--- src/rtl/cond_if.sv ---
// Instruction/flag bus between the decoder/ALU and the condition unit.
interface cond_if #(
  parameter int CNT_W = 16
);
  logic             in_valid;
  logic             stall;
  logic [3:0]       Cond;
  logic [3:0]       ALUFlags;
  logic [1:0]       FlagW;
  logic             PCS;
  logic             RegW;
  logic             MemW;
  logic             NoWrite;
  logic             CondEx;
  logic [3:0]       Flags;
  logic             out_valid;
  logic             PCSrc;
  logic             RegWrite;
  logic             MemWrite;
  logic [CNT_W-1:0] exec_count;
  logic [CNT_W-1:0] skip_count;

  modport master (
    output in_valid, stall, Cond, ALUFlags, FlagW, PCS, RegW, MemW, NoWrite,
    input  CondEx, Flags, out_valid, PCSrc, RegWrite, MemWrite, exec_count, skip_count
  );

  modport slave (
    input  in_valid, stall, Cond, ALUFlags, FlagW, PCS, RegW, MemW, NoWrite,
    output CondEx, Flags, out_valid, PCSrc, RegWrite, MemWrite, exec_count, skip_count
  );
endinterface

--- src/rtl/cond_unit.sv ---
// Condition check, architectural NZCV register, gated write/branch strobes
// and saturating executed/skipped counters.
module cond_unit #(
  parameter int CNT_W = 16
) (
  input logic   clk,
  input logic   reset,
  cond_if.slave bus
);
  logic flagN, flagZ, flagC, flagV;
  logic condEx;
  logic accept;

  assign flagN  = bus.Flags[3];
  assign flagZ  = bus.Flags[2];
  assign flagC  = bus.Flags[1];
  assign flagV  = bus.Flags[0];
  assign accept = bus.in_valid & ~bus.stall;

  // Evaluated against the held flags, so a flag-setting instruction never sees its own result
  always_comb begin
    condEx = 1'b0;
    case (bus.Cond)
      4'b0000: condEx = flagZ;
      4'b0001: condEx = ~flagZ;
      4'b0010: condEx = flagC;
      4'b0011: condEx = ~flagC;
      4'b0100: condEx = flagN;
      4'b0101: condEx = ~flagN;
      4'b0110: condEx = flagV;
      4'b0111: condEx = ~flagV;
      4'b1000: condEx = flagC & ~flagZ;
      4'b1001: condEx = ~flagC | flagZ;
      4'b1010: condEx = (flagN == flagV);
      4'b1011: condEx = (flagN != flagV);
      4'b1100: condEx = ~flagZ & (flagN == flagV);
      4'b1101: condEx = flagZ | (flagN != flagV);
      4'b1110: condEx = 1'b1;
      default: condEx = 1'b0;
    endcase
  end

  assign bus.CondEx = condEx;

  always_ff @(posedge clk) begin
    if (reset) begin
      bus.Flags      <= 4'b0000;
      bus.out_valid  <= 1'b0;
      bus.PCSrc      <= 1'b0;
      bus.RegWrite   <= 1'b0;
      bus.MemWrite   <= 1'b0;
      bus.exec_count <= '0;
      bus.skip_count <= '0;
    end else if (!bus.stall) begin
      bus.out_valid <= accept;
      bus.PCSrc     <= accept & bus.PCS & condEx;
      bus.RegWrite  <= accept & bus.RegW & condEx & ~bus.NoWrite;
      bus.MemWrite  <= accept & bus.MemW & condEx;
      if (accept) begin
        if (condEx) begin
          if (bus.FlagW[1]) bus.Flags[3:2] <= bus.ALUFlags[3:2];
          if (bus.FlagW[0]) bus.Flags[1:0] <= bus.ALUFlags[1:0];
          if (bus.exec_count != {CNT_W{1'b1}}) bus.exec_count <= bus.exec_count + 1'b1;
        end else begin
          if (bus.skip_count != {CNT_W{1'b1}}) bus.skip_count <= bus.skip_count + 1'b1;
        end
      end
    end
  end
endmodule

--- src/flat_wrapper.sv ---
// flat-port wrapper written by rule: the top's interface ports become plain ports
module cond_unit_flat 
#(
  parameter int CNT_W = 16
)
  (clk, reset, bus_in_valid, bus_stall, bus_Cond, bus_ALUFlags, bus_FlagW, bus_PCS, bus_RegW, bus_MemW, bus_NoWrite, bus_CondEx, bus_Flags, bus_out_valid, bus_PCSrc, bus_RegWrite, bus_MemWrite, bus_exec_count, bus_skip_count);
  cond_if #(.CNT_W(CNT_W)) bus_i ();
  input logic clk;
  input logic reset;
  input wire logic [$bits(bus_i.in_valid)-1:0] bus_in_valid;
  input wire logic [$bits(bus_i.stall)-1:0] bus_stall;
  input wire logic [$bits(bus_i.Cond)-1:0] bus_Cond;
  input wire logic [$bits(bus_i.ALUFlags)-1:0] bus_ALUFlags;
  input wire logic [$bits(bus_i.FlagW)-1:0] bus_FlagW;
  input wire logic [$bits(bus_i.PCS)-1:0] bus_PCS;
  input wire logic [$bits(bus_i.RegW)-1:0] bus_RegW;
  input wire logic [$bits(bus_i.MemW)-1:0] bus_MemW;
  input wire logic [$bits(bus_i.NoWrite)-1:0] bus_NoWrite;
  output wire logic [$bits(bus_i.CondEx)-1:0] bus_CondEx;
  output wire logic [$bits(bus_i.Flags)-1:0] bus_Flags;
  output wire logic [$bits(bus_i.out_valid)-1:0] bus_out_valid;
  output wire logic [$bits(bus_i.PCSrc)-1:0] bus_PCSrc;
  output wire logic [$bits(bus_i.RegWrite)-1:0] bus_RegWrite;
  output wire logic [$bits(bus_i.MemWrite)-1:0] bus_MemWrite;
  output wire logic [$bits(bus_i.exec_count)-1:0] bus_exec_count;
  output wire logic [$bits(bus_i.skip_count)-1:0] bus_skip_count;
  assign bus_i.in_valid = bus_in_valid;
  assign bus_i.stall = bus_stall;
  assign bus_i.Cond = bus_Cond;
  assign bus_i.ALUFlags = bus_ALUFlags;
  assign bus_i.FlagW = bus_FlagW;
  assign bus_i.PCS = bus_PCS;
  assign bus_i.RegW = bus_RegW;
  assign bus_i.MemW = bus_MemW;
  assign bus_i.NoWrite = bus_NoWrite;
  assign bus_CondEx = bus_i.CondEx;
  assign bus_Flags = bus_i.Flags;
  assign bus_out_valid = bus_i.out_valid;
  assign bus_PCSrc = bus_i.PCSrc;
  assign bus_RegWrite = bus_i.RegWrite;
  assign bus_MemWrite = bus_i.MemWrite;
  assign bus_exec_count = bus_i.exec_count;
  assign bus_skip_count = bus_i.skip_count;
  cond_unit #(.CNT_W(CNT_W)) u_core (.clk(clk), .reset(reset), .bus(bus_i));
endmodule
--- config.mk ---
export PLATFORM = sky130hd
export DESIGN_NAME = cond_unit_flat
export DESIGN_NICKNAME = d
export VERILOG_FILES = /design/src/rtl/cond_if.sv /design/src/rtl/cond_unit.sv /design/src/flat_wrapper.sv
export SDC_FILE = /design/constraint.sdc
export NUM_CORES = 1
export LEC_CHECK = 0
export BUFFER_PORTS_ARGS = -buffer_cell sky130_fd_sc_hd__buf_2
export CAP_MARGIN = 0
export CORE_AREA = 4 4 91 93
export DETAILED_ROUTE_END_ITERATION = 8
export DIE_AREA = 0 0 95 97
export HOLD_SLACK_MARGIN = 0.15
export PLACE_DENSITY = 0.51
export SLEW_MARGIN = 20
export SYNTH_ARGS = -nofsm -noshare
export SYNTH_HDL_FRONTEND = slang
export SYNTH_SLANG_ARGS = --single-unit
--- constraint.sdc ---
create_clock -name clk -period 3.36 [get_ports clk]
set_clock_uncertainty 0.05 [all_clocks]
set_input_delay 0.336 -clock clk [delete_from_list [all_inputs] [get_ports clk]]
set_output_delay 0.336 -clock clk [all_outputs]
set_load 0.05 [all_outputs]
# --- After elaboration in Yosys (flattened, before gate mapping) ---
# Index checks and enable logic that the tools add are counted.
# Widths: inputs -> output; s select.
op_classes:
  muxes: 1
  n_reduce_logical: 5
  n_shift: 0
  n_bitwise: 19
  div_mod_pow: 0
  magnitude_cmp: 0
  add_sub_neg: 2
  multipliers: 0
  eq_ne: 18
op_table:
  columns: ["op", "count"]
  rows:
  - ["$add 16x1->16 const B", 2]
  - ["$ne 16x16->1 const B", 2]
  - ["$eq 4x4->1 const B", 7]
  - ["$eq 4x3->1 const B", 4]
  - ["$reduce_and 4->1", 4]
  - ["$pmux 1 s15", 1]
  - ["$and 1x1->1", 10]
  - ["$eq 4x2->1 const B", 2]
  - ["$not 1->1", 7]
  - ["$eq 4x1->1 const B", 1]
  - ["$logic_not 4->1", 1]
  - ["$or 1x1->1", 2]
  - ["$eq 1x1->1", 1]
  - ["$ne 1x1->1", 1]
totals:
  output_inout_bits: 41
  latchBits: 0
  reg_bits: 40
  inputBits: 18
  elab_cells: 53
  romBits: 0
  ramBits: 0
  n_memories: 0

# --- Logic depth before layout (Yosys ltp) ---
# Gate-level depths: netlist of run 1.
logic_depth:
  word_depth: 5
  mapped_depth: 9
  ltp_nobuf: 7

# --- Worst setup path after synthesis of run 1 ---
# No wires, ideal clock.
synth_timing:
  kind: "flip-flop to output port"
  startpoint: "reg u_core.bus.Flags[3]"
  endpoint: "out bus_CondEx"
  arrival_ns: 2.296
  stages_incl_launch_ff: 9
  setup_slack_ns: 0.678
  path_buffers: 3
  required_ns: 2.974
  cell_sequence: "dfxtp_1 -> buf_2 -> mux2i_1 -> or4_1 -> o311a_2 -> and3_4 -> buf_6 -> clkbuf_1 -> inv_1"
synth_between:
  elab_chain_len: 3
  elab_cells_between_ends: 6
  classes_between: "eq/ne: 2; mux: 1; bitwise: 3"
synth_lines:
  columns: ["item", "line", "text"]
  rows:
  - ["start: declaration", "cond_if.sv:30", "output CondEx, Flags, out_valid, PCSrc, RegWrite, MemWrite, exec_count, skip_count"]
  - ["start signal: assignment", "cond_unit.sv:61", "if (bus.FlagW[1]) bus.Flags[3:2] <= bus.ALUFlags[3:2];"]
  - ["$ne 1x1->1 or $eq 1x1->1 (tied branches)", null, null]
  - ["$or 1x1->1 or $and 1x1->1 (tied branches)", "cond_unit.sv:37, cond_unit.sv:36", null]
  - ["$pmux 1 s15 *", "cond_unit.sv:23", "case (bus.Cond)"]
  - ["end: declaration", "flat_wrapper.sv:19", "output wire logic [$bits(bus_i.CondEx)-1:0] bus_CondEx;"]
# Every way passes the cells marked *; elsewhere a longest branch is shown, timed or not.

# --- Final worst setup path of run 1 ---
# Same ends and word-level chain as after synthesis.

==> results.md, run 1 <==
- The detailed-placement wirelength estimate is 4050 µm.
- For this configuration, the core starts out at a cell density of 28.9%.
- Counting distinct cell types in the post-synthesis netlist gives 47.
- The signal on the critical path passes through mux2i_1, or4_1, o311a_2, and3_4, inv_1, buf_2.
- The placement row count is 32.
- The net switching fraction of the power is 26.3%.
- The share of power burned in the clock network is 37.0%.
- The total negative setup slack is 0 ns.
- Sequential cells burn 51.6% of the power.
- The number of detailed-route iterations in the first pass is 4.
- The total buffers and inverters traversed by the critical path is 2.
- After layout, the worst path uses 72.6% of the clock period.
- The depth of the CTS H-tree is 2.
- The type of the tightest min-delay check is in -> reg.
- The cell with the largest stage delay on the worst path is sky130_fd_sc_hd__dfxtp_1.
- The maximum VDD drop is 149 µV.
- Summed over all cells, the static leakage comes to 1.01 nW.
- The total I/O pin count is 59.
- The antenna diode instance count is 0.
- The total count of max-transition violations in the final report is 0.
- The final layout contains routed wiring with a total length of 5700 µm.
- After detailed routing, the average wire length per cell comes to 13.7 µm.
- Setup violations remaining at the end of the flow were counted as 0.
- The global-route usage over all layers is 12.4%.
- The final RePlAce weighted congestion is 0.757.
- STA classifies the critical path startpoint as a flip-flop.
- The total power consumption of the routed design is 940 µW.
- Combinational logic is responsible for 11.4% of the overall power.
- The number of post-CTS setup repair buffers is 0.
- The worst max-slew margin expressed relative to the limit is 46.9%.
- The smallest clock period supported by the final layout is computed as 2.44 ns.
- The global-route congestion overflow total is 0.
- The number of standard cells in the layout, taps in and fillers out is 417.
- In the routed layout, each cell is associated on average with a via count of 5.21.
- The residual DRC count is 0.
- Post-CTS repair changed the size of 0 cells.
- The largest single stage delay on the critical path is 0.49 ns.
- In the synthesized netlist the async set-or-reset flop fraction comes to 0%.
- At the worst endpoint, the arrival time is 2.05 ns.
- The cell count after synthesis is 266.
- The worst setup path is captured at a primary output.
- The first global-routing pass estimated 9220 µm of wire.
- The TritonCTS clock tree is yes.
- The floorplan core area is 0.00753 mm².
- The maximum clock rate is 410 MHz.
- The power per standard cell area is 359 mW/mm².
- The number of global-route vias before repair was 1910.
- The net count reported at finish is 335.
- The synthesized area is 0.00218 mm².
- Counting every net in the synthesized netlist gives 286.
- The total count of hold-check failures in the final report came to 0.
- The clock passes through at most 2 buffers.
- The number of hold-repair buffers added at the cts stage is 0.
- The most used flip-flop cell after synthesis is sky130_fd_sc_hd__dfxtp_1.
- The initial antenna violation count is 0.
- Summed over all nets, the switching power comes to 247 µW.
- The ratio of cells with drive above 1 in the final layout is 24.1%.
- Setup repair after global routing left no endpoint under its margin.
- Data on the critical path is required at its endpoint by 2.97 ns.
- In this run the remaining antenna-violating nets after routing total 0.
- The overall die height is 97 µm.
- The synthesis-stage register bit count is 40.
- The run finished with clean final reports.
- After the first detailed-routing iteration, the DRC count stood at 110.
- In this run, synthesis inferred 0 flip-flops with an integrated enable.
- The die is 95 µm wide.
- The kind of cell with the highest combined delay along the critical path is simple AND/OR/NAND/NOR gates.
- The routed layout has 2171 vias.
- Buffers inserted during clock tree synthesis total 5.
- During synthesis, Yosys emitted a total of 0 warnings.
- The number of buffers added on ports is 58.
- From synthesis to final layout, the design area changed by 20.2%.
- The number of clock sinks is 40.
- The max-cap violation count is 0.
- For the pin with the worst max-slew slack, the measured transition is 0.796 ns.
- The tree is rooted in a sky130_fd_sc_hd__clkbuf_8.
- A synthesized cell averages 8.18 µm².
- Along the worst path, the maximum fanout reaches 20.
- Internal power comes to 693 µW.
- The insertion delay of the later-clocked pin in the worst-skew pair is 0.29 ns.
- The critical path is of the reg -> out type.
- Clock-pin slew was measured on the worst setup and hold paths at 0.08 ns.
- Summing the sequential cell areas from Yosys gives 36.8% of the chip area.
- The die covers 0.00922 mm².
- Entering global routing, the biggest net connects 43 pins.
- The number of placed instances, taps included, is 410.
## worst paths after layout
kind | depth (start not counted) | slack [ns] | endpoint | from
hold / removal | 3 | 0.22 | u_core.bus.PCSrc | bus_PCS
hold reg to reg | 2 | 0.42 | u_core.bus.out_valid | u_core.bus.out_valid
setup reg to reg | 6 | 1.06 | u_core.bus.exec_count[5] | u_core.bus.Flags[3]
setup / recovery | 6 | 0.92 | bus_CondEx | u_core.bus.Flags[3]
## layer usage
| metal | vias to the layer above | track usage (%) | wire length (µm) |
|---|---|---|---|
| li1 | 1101 | - | - |
| met1 | 1018 | 16.1 | 2690 |
| met5 | - | 0 | 0 |
| met3 | 7 | 2.95 | 265 |
| met2 | 45 | 20.0 | 2650 |
| met4 | 0 | 4.33 | 96 |
## area by class of cell
cell class,count,area [µm²]
timing repair buffer,60,305
sequential,40,801
tap,102,128
clock buffer,7,96.3
multi-input combinational,200,1250
fill,829,4910
inverter,8,30.0
## placed cells by master, fill, tap and decap left out, drive strengths merged, types with 3 or more instances in the layout
cell    netlist  final
nor2b         4      4
nor2          8      8
buf           8     60
nand3        13     13
and4          6      6
clkbuf       10      7
nor4          3      3
o31ai        11     11
and3          6      6
a22oi         3      3
nand4         4      4
nand4b        6      6
inv           8      8
and2          4      4
or3          11     11
mux2          3      3
nand2        24     24
o21ai        18     18
a21oi        36     36
dfxtp        40     40
or4          13     13
## state kept, by name (all words and copies together) (netlist names)
| signal | flops |
|---|---|
| u_core.bus.skip_count | 16 |
| u_core.bus.out_valid | 1 |
| u_core.bus.PCSrc | 1 |
| u_core.bus.MemWrite | 1 |
| u_core.bus.Flags | 4 |
| u_core.bus.RegWrite | 1 |
| u_core.bus.exec_count | 16 |
## Yosys cell counts, types with 2 or more instances
cell type	count	area [µm²]
sky130_fd_sc_hd__nand4b_1	6	52.6
sky130_fd_sc_hd__dfxtp_1	40	801
sky130_fd_sc_hd__a211oi_1	2	15.0
sky130_fd_sc_hd__mux2i_1	2	20.0
sky130_fd_sc_hd__ha_1	2	25.0
sky130_fd_sc_hd__nor4_1	3	18.8
sky130_fd_sc_hd__clkbuf_1	10	37.5
sky130_fd_sc_hd__o21ai_0	18	90.1
sky130_fd_sc_hd__nand2_1	24	90.1
sky130_fd_sc_hd__or3_1	11	68.8
sky130_fd_sc_hd__nor2_1	8	30.0
sky130_fd_sc_hd__and2_1	3	18.8
sky130_fd_sc_hd__nor2b_1	4	25.0
sky130_fd_sc_hd__and4_1	6	52.6
sky130_fd_sc_hd__a21oi_1	36	180
sky130_fd_sc_hd__or4_1	13	97.6
sky130_fd_sc_hd__o211a_1	2	20.0
sky130_fd_sc_hd__buf_2	6	30.0
sky130_fd_sc_hd__xor2_1	2	17.5
sky130_fd_sc_hd__nand4_1	4	25.0
sky130_fd_sc_hd__inv_1	8	30.0
sky130_fd_sc_hd__nand3_1	13	65.1
sky130_fd_sc_hd__a22oi_1	3	22.5
sky130_fd_sc_hd__o31ai_1	10	75.1
sky130_fd_sc_hd__mux2_2	3	33.8
sky130_fd_sc_hd__buf_6	2	22.5
sky130_fd_sc_hd__and3_1	5	31.3
## tightest hold or removal path, stage by stage
cell                      delay, ns
sky130_fd_sc_hd__buf_2         0.07
sky130_fd_sc_hd__a22oi_1       0.05
sky130_fd_sc_hd__nor2_1        0.07
## metrics by stage
stage	area [µm²]	setup WS, ns	hold slack, ns	utilization (%)
floorplan	2180	0.678	0.423	-
global placement	2520	1.10	0.406	33.5
detailed placement	2520	1.03	0.399	33.5
CTS	2620	0.904	0.212	34.7
global route	2620	0.803	0.248	34.7
finish	2620	0.920	0.224	34.7
## cells by family (layout without fill, tap and decap cells)
kind of cell,count (synthesis),in the layout,share of synthesized area (%)
flip-flops,40,40,36.8
adder cells (fa/ha/maj),2,2,1.15
multiplexers,5,5,2.47
XOR/XNOR,3,3,1.21
AO/OA/AOI/OAI,82,82,23.6
buffers and inverters,26,75,5.52
AND/OR/NAND/NOR,108,108,29.3
## power by group through the flow
| stage | clock, mW | sequential (mW) | combinational [mW] |
|---|---|---|---|
| 6_report | 0.347 | 0.485 | 0.107 |
| 5_1_grt | 0.383 | 0.486 | 0.117 |
| 2_1_floorplan | 0 | 0.511 | 0.0647 |
| 4_1_cts | 0.361 | 0.485 | 0.108 |
| 3_5_place_dp | 0 | 0.496 | 0.108 |
| 3_3_place_gp | 0 | 0.497 | 0.107 |
Power figures use the tool's default switching activity.
==> run 2: changes to the inputs <==
--- a/config.mk
+++ b/config.mk
@@ -11,7 +11,7 @@
 export DETAILED_ROUTE_END_ITERATION = 8
 export DIE_AREA = 0 0 95 97
 export HOLD_SLACK_MARGIN = 0.15
-export PLACE_DENSITY = 0.51
+export PLACE_DENSITY = 0.53
 export SLEW_MARGIN = 20
 export SYNTH_ARGS = -nofsm -noshare
 export SYNTH_HDL_FRONTEND = slang
==> constraint.sdc (replaced) <==
create_clock -name clk -period 2.2 [get_ports clk]
set_clock_uncertainty 0.05 [all_clocks]
set_input_delay 0.22 -clock clk [delete_from_list [all_inputs] [get_ports clk]]
set_output_delay 0.22 -clock clk [all_outputs]
set_load 0.05 [all_outputs]
==> run 2 against run 1 <==
Against the previous run:
- design area is 20% higher
- critical path depth is 1 higher
- via count is 8.5% higher
- sequential share of layout area is 4.4 points lower
==> results.md, run 2 (synthesized netlist as in run 1, its figures left out) <==
- The count of antenna-violating nets left after detailed routing is 0.
- The library cell used as clock root buffer is sky130_fd_sc_hd__clkbuf_8.
- Across the VDD grid, the largest voltage drop is 243 µV.
- On the critical path, the stage with the largest delay is an instance of sky130_fd_sc_hd__or4_1.
- For this run, the slowest stage of the critical path takes 0.50 ns.
- The global-route congestion overflow total is 0.
- STA classifies the critical path endpoint as a flip-flop.
- The vias per cell is 5.11.
- The number of standard cells in the layout, taps in and fillers out is 461.
- Global routing consumed, over all layers together, 13.7% of the routing resources.
- The post-place setup slack is 0.0540 ns.
- Setup repair after global routing could not meet its margin everywhere.
- The area overhead of the layout relative to synthesis is 44.6%.
- The static power due to leakage is 1.28 nW.
- The core region is 0.00753 mm².
- In this run the vertical extent of the chip is 97 µm.
- In this run the tool buffered the top-level ports with 58 buffer cells.
- The worst max-slew margin expressed relative to the limit is 75.8%.
- The total vias in the final route is 2356.
- The net switching fraction of the power is 27.9%.
- The placement-stage cell area is 0.00276 mm².
- The internal power summed over all cells is 1.06 mW.
- In this run, the number of DRC markers left after iteration 0 of detailed routing was 87.
- The total non-filler cell area in the finished layout is 0.00315 mm².
- The largest registers in the layout are u_core.bus.exec_count (16), u_core.bus.skip_count (16), u_core.bus.Flags (4).
- The placement row count is 32.
- The number of buffers on the longest clock path is 2.
- The top cell types in the final layout, fill and taps aside, are sky130_fd_sc_hd__buf_2, sky130_fd_sc_hd__a21oi_1, sky130_fd_sc_hd__buf_4, sky130_fd_sc_hd__dfxtp_1, sky130_fd_sc_hd__nand2_1.
- The initial antenna violation count is 1.
- The share of power burned in the clock network is 32.7%.
- The start-to-end type of the worst setup path is reg -> reg.
- The number of global-route vias before repair came to 2140.
- Setup slack on the critical path of the routed design comes to 0.0211 ns.
- The wire-length estimate of the detail-placed layout is 4410 µm.
- The total die area is 0.00922 mm².
- Per report_power, the sequential group accounts for 50.0% of the total.
- The final routed wirelength across all metal layers is 6630 µm.
- The transition time of the tightest slew-check pin is 0.364 ns.
- The clock transition at the registers of the reported paths is 0.08 ns.
- In this design, the critical path's most frequently occurring cell is sky130_fd_sc_hd__or4_1.
- The library cell used most frequently in the layout, excluding fill and tap cells, is sky130_fd_sc_hd__buf_2.
- In the finished design, the share of the clock period the worst path needs comes to 99.0%.
- The worst register-to-register path has a setup slack of 0.02 ns.
- The design draws 1.47 mW.
- 59 I/O pins were placed.
- The depth of the CTS H-tree is 2.
- The type of the tightest min-delay check is in -> reg.
- Buffers inserted during clock tree synthesis total 5.
- For this run, the share of the core covered by cells in the final layout is 41.8%.
- Cells with a size suffix above 1 make up 37.3% of the layout.
- The number of endpoints failing setup at the final stage is 0.
- The total count of hold-check failures in the final report is 0.
- The first global-routing pass estimated 10200 µm of wire.
- Derived from the worst setup path, the maximum achievable clock frequency is 459 MHz.
- The tightest hold margin is 0.164 ns.
- Data arrives at the worst endpoint at 2.35 ns.
- The signal on the critical path passes through mux2i_1, or4_1, o311a_4, and3_4, buf_12, or4_1, a21oi_1.
- The pin count of the biggest net entering global routing is 31.
- The fraction of power consumed by combinational cells is 17.3%.
- The flow ran to the end, and the final reports show no timing, DRC or antenna violations.
- The effective utilization at floorplan is 28.9%.
- The number of clock sinks is 40.
- The net count of the finished layout is 378.
- The routed wirelength normalized by instance count is 14.4 µm.
- After detailed routing, the number of remaining DRC violations is 0.
- After detailed placement, the design holds a cell count of 435.
- At the end of routability-driven placement, the weighted congestion stood at 0.771.
- The routed design could run at a clock period as short as 2.18 ns.
- The antenna diode instance count is 0.
- The TritonCTS clock tree is yes.
- The data required time of the critical path is 2.37 ns.
- The kind of start point of the critical path is a flip-flop.
- In the final timing run, aggregate negative setup slack is 0 ns.
- The total count of max-transition violations in the final report is 0.
- For this design the total switching power over the nets is 409 µW.
- The insertion delay of the later-clocked pin in the worst-skew pair is 0.29 ns.
- The max-cap violation count is 0.
- In this run the horizontal extent of the chip is 95 µm.
- In this run the worst path has a maximum fanout of 13.
- The number of fill cells is 809.
- The pre-antenna-repair detailed-routing pass consisted of 4 iterations.
- Power spread over the standard cell area amounts to 467 mW/mm².
run 2: changes by cell type in the layout (fill, tap and decap cells not counted), moves of 4 or more:
| cell | change |
|---|---|
| sky130_fd_sc_hd__dfxtp_1 | -12 |
| sky130_fd_sc_hd__dfxtp_2 | +9 |
| sky130_fd_sc_hd__buf_6 | +4 |
| sky130_fd_sc_hd__dlygate4sd3_1 | +8 |
| sky130_fd_sc_hd__buf_4 | +27 |
run 2: what timing repair did:
action,in CTS,in global routing
buffers inserted,1,7
gates cloned,0,2
hold endpoints to repair,7,0
resized for setup,6,18
pin swaps,1,17
hold buffers,8,0
setup endpoints to repair,1,13
run 2: layer usage:
layer  track usage (%)  up-vias  wire length, µm
li1                  -     1190                -
met1              17.5     1107             3120
met2              22.3       47             3110
met3              3.03       10              255
met4              4.77        2              119
met5                 0        -               20
run 2: path summary, 6_finish.rpt:
| check | cells after the start | startpoint | endpoint |
|---|---|---|---|
| setup / recovery | 7 | u_core.bus.Flags[3] | u_core.bus.exec_count[14] |
| hold / removal | 3 | bus_FlagW[0] | u_core.bus.Flags[0] |
| hold reg to reg | 2 | u_core.bus.out_valid | u_core.bus.out_valid |
| setup reg to reg | 7 | u_core.bus.Flags[3] | u_core.bus.exec_count[14] |
run 2: critical path, delay by kind of cell (launching register included):
kind | cells | cell delay [ns]
AOI/OAI and AO/OA | 2 | 0.31
DFF | 1 | 0.39
and+or+nand+nor | 3 | 1.14
muxes | 1 | 0.08
buffers and inverters | 1 | 0.15
run 2: final cells by class:
class | count | area [µm²] | share of cell area [%]
clock buffer | 7 | 76.3 | 2.43
sequential | 40 | 823 | 26.2
clock inverter | 1 | 3.75 | 0.119
timing repair buffer | 103 | 738 | 23.5
multi-input combinational | 200 | 1350 | 42.8
inverter | 8 | 30.0 | 0.955
tap | 102 | 128 | 4.06
run 2: power by group through the flow:
stage / Combinational (mW) / Clock, mW / Sequential [mW]
2_1_floorplan: 0.101 / 0 / 0.778
3_3_place_gp: 0.190 / 0 / 0.751
3_5_place_dp: 0.192 / 0 / 0.752
4_1_cts: 0.221 / 0.498 / 0.735
5_1_grt: 0.274 / 0.531 / 0.736
6_report: 0.254 / 0.479 / 0.734
==> run 3: changes to the inputs <==
--- a/config.mk
+++ b/config.mk
@@ -7,12 +7,14 @@
 export LEC_CHECK = 0
 export BUFFER_PORTS_ARGS = -buffer_cell sky130_fd_sc_hd__buf_2
 export CAP_MARGIN = 0
-export CORE_AREA = 4 4 91 93
+export CORE_AREA = 4 4 70 120
+export CTS_CLUSTER_DIAMETER = 30
 export DETAILED_ROUTE_END_ITERATION = 8
-export DIE_AREA = 0 0 95 97
+export DIE_AREA = 0 0 74 124
 export HOLD_SLACK_MARGIN = 0.15
 export PLACE_DENSITY = 0.53
 export SLEW_MARGIN = 20
 export SYNTH_ARGS = -nofsm -noshare
 export SYNTH_HDL_FRONTEND = slang
 export SYNTH_SLANG_ARGS = --single-unit
+export TNS_END_PERCENT = 10
==> run 3 against run 2 <==
Against the previous run:
- global-route usage up 1.5 points
- critical path type unchanged
- sequential share of layout area is 0.36 points lower
- largest power group is now the clock network
- first-iteration DRC count decreased by 4.6%
- combinational power down 5%
- non-clock buffer count increased by 1
- sequential power barely moved
- design area grew 0.64%
- worst hold slack worse by 0.016 ns
- highest routed layer is now met4
==> results.md, run 3 (synthesized netlist as in run 1, its figures left out) <==
- The run finished with clean final reports.
- The worst-case IR drop observed on VDD is 463 µV.
- The critical path is of the reg -> reg type.
- The power per standard cell area is 570 mW/mm².
- The cell with the largest stage delay on the worst path is sky130_fd_sc_hd__or4_4.
- The kind of end point of the critical path is a flip-flop.
- Setup repair after global routing could not meet its margin everywhere.
- Along the worst hold path, the cell count comes to 3.
- The clock reaches the later pin of the worst-skew pair after 0.29 ns.
- In this run the critical register-to-register path is captured at u_core.bus.exec_count[3].
- At the end of routability-driven placement, the weighted congestion stood at 0.805.
- Across all register-to-register paths, the minimum setup slack is 0.004 ns.
- The number of detailed-route iterations in the first pass is 4.
- Setup violations remaining at the end of the flow were counted as 0.
- The net count of the finished layout is 379.
- 0 antenna diodes ended up in the layout.
- The global-route congestion overflow total is 0.
- For the pin with the worst max-slew slack, the measured transition is 0.575 ns.
- After routing the design area is 0.00317 mm².
- The worst setup path is launched from a flip-flop.
- The total I/O pin count is 59.
- The first global-routing pass estimated 10700 µm of wire.
- The total count of hold-check failures in the final report was 0.
- The area growth from synthesis to layout is 45.5%.
- After clock tree synthesis, the clock-pin slew on the worst setup and hold paths is 0.06 ns.
- The data required time of the critical path is 2.36 ns.
- The total count of max-transition violations in the final report is 0.
- For the worst flop-to-flop path, the logic depth is 8.
- In this run the critical register-to-register path is launched from u_core.bus.Flags[0].
- The largest registers in the layout are u_core.bus.exec_count (16), u_core.bus.skip_count (16), u_core.bus.Flags (4).
- The largest fanout on the critical path is 5.
- The cell repeated most along the worst path is sky130_fd_sc_hd__buf_4.
- The tightest hold margin is 0.148 ns.
- The maximum single-stage delay on the critical path is 0.51 ns.
- The maximum clock rate is 455 MHz.
- The share of the cycle needed by the critical path after routing is 99.8%.
- The clock period minus worst slack is 2.20 ns.
- The final routed wirelength across all metal layers is 6830 µm.
- After detailed routing, the number of remaining DRC violations is 0.
- The number of global-route vias before repair is 2269.
- The library cell used most frequently in the layout, excluding fill and tap cells, is sky130_fd_sc_hd__buf_2.
- Counting the buffers created by CTS gives 5.
- The routing usage on met1 is 16.6%.
- The number of fill cells is 788.
- In this run the deepest clock path goes through 2 buffers.
- The number of standard cells in the layout, taps in and fillers out is 448.
- The count of antenna-violating nets left after detailed routing is 0.
- The floorplan core area is 0.00751 mm².
- Summed over all failing endpoints, the final setup total negative slack is 0 ns.
- The static power due to leakage is 1.30 nW.
- The data arrival time of the critical path is 2.36 ns.
- In this run, the number of DRC markers left after iteration 0 of detailed routing was 83.
- The library cell used as clock root buffer is sky130_fd_sc_hd__clkbuf_16.
- The pin count of the biggest net entering global routing is 31.
- Port buffering added 58 buffers.
- The worst max-slew margin expressed relative to the limit is 61.7%.
- The final route contains 2388 vias.
- The TritonCTS clock tree is yes.
- Leaving out fill and tap cells, the most frequent cells in the layout are sky130_fd_sc_hd__buf_2, sky130_fd_sc_hd__buf_4, sky130_fd_sc_hd__dfxtp_1, sky130_fd_sc_hd__a21oi_1, sky130_fd_sc_hd__nand2_1.
- The total die area is 0.00918 mm².
- The total area of sequential cells is 817 µm².
- The critical path goes through buf_4, xnor2_1, a22oi_2, mux2_4, and3_4, buf_4, or4_4, a21oi_2.
- The wire-length estimate of the detail-placed layout is 4920 µm.
- After global routing, the most crowded layer is met2.
- The type of the tightest min-delay check is in -> reg.
- The met3 global-route usage is 2.99%.
- The initial utilization of the core area, before any placement, comes to 29.0%.
- Summing internal, switching and leakage power gives 1.81 mW.
- The instance count after placement with tap cells included is 426.
- The worst hold path terminates at u_core.bus.RegWrite.
- The multi-input combinational cells in the finished layout cover a total of 0.00135 mm².
- The routed wirelength normalized by instance count is 15.2 µm.
- The max-cap violation count is 0.
- The floorplan step set the die width to 74 µm.
- In this run the cell area measured after placement is 0.00276 mm².
- In the routed layout, each cell is associated on average with a via count of 5.33.
- Clock tree synthesis found a total of 40 sinks.
- Measured along the y axis, the die boundary spans 124 µm.
- The origin of the worst min-delay path is bus_RegW.
- The initial antenna violation count is 0.
- The depth of the CTS H-tree is 2.
- Global routing used 15.2% of the available tracks.
- In this run the core area contains 42 standard-cell rows.
- For this run, global-route usage on met2 was measured as 26.8%.
- The ratio of cells with drive above 1 in the final layout is 38.9%.
## run 3: where the power goes
| group | switching (mW) | internal, mW | leakage (nW) | total, mW |
|---|---|---|---|---|
| clock network | 0.296 | 0.534 | 0.0808 | 0.829 |
| logic | 0.141 | 0.0999 | 0.897 | 0.241 |
| registers | 0.00641 | 0.729 | 0.327 | 0.736 |
## run 3: through the flow
stage          utilization, %  worst slack [ns]
2_1_floorplan               -           -0.0833
3_3_place_gp             36.7            0.0765
3_5_place_dp             36.7            0.0743
4_1_cts                  40.2           -0.0177
5_1_grt                  42.1           -0.0608
6_report                 42.1           0.00376
## run 3: worst max-delay path by stage
stage / startpoint / end / slack (ns) / cells past startpoint
2_1_floorplan: u_core.bus.exec_count[5] / u_core.bus.exec_count[1] / -0.08 / 8
3_3_place_gp: u_core.bus.Flags[0] / u_core.bus.skip_count[13] / 0.08 / 7
3_5_place_dp: bus_Cond[2] / u_core.bus.exec_count[7] / 0.07 / 7
4_1_cts: u_core.bus.Flags[0] / bus_CondEx / -0.02 / 7
5_1_grt: u_core.bus.Flags[3] / bus_CondEx / -0.06 / 7
6_report: u_core.bus.Flags[0] / u_core.bus.exec_count[3] / 0.004 / 8
## run 3: per-layer routing
metal	vias to the layer above	routed length, µm
met3	19	328
li1	1186	-
met4	0	241
met1	1120	2630
met5	-	0
met2	63	3630
## run 3: layout make-up
class / count / area share (%)
Multi-Input combinational cell: 200 / 42.5
Sequential cell: 40 / 25.8
Timing Repair Buffer: 104 / 22.0
Clock buffer: 6 / 4.07
Tap cell: 88 / 3.48
Clock inverter: 2 / 1.11
Inverter: 8 / 1.03
## run 3: what timing repair did
action / 4_1_cts / 5_1_grt
endpoints found under the hold margin: 6 / 0
pin swaps: 1 / 26
hold buffers: 6 / 0
buffers inserted: 2 / 5
gates resized for setup: 4 / 29
gates cloned: 0 / 1
endpoints found under the setup margin: 1 / 16
## run 3: critical path: cells and delay by family, from the launching register on
kind	cells	cell delay, ns
multiplexers	1	0.34
XOR/XNOR	1	0.13
flip-flops	1	0.36
buffers and inverters	2	0.29
AND/OR/NAND/NOR	2	0.69
AO/OA/AOI/OAI	2	0.27
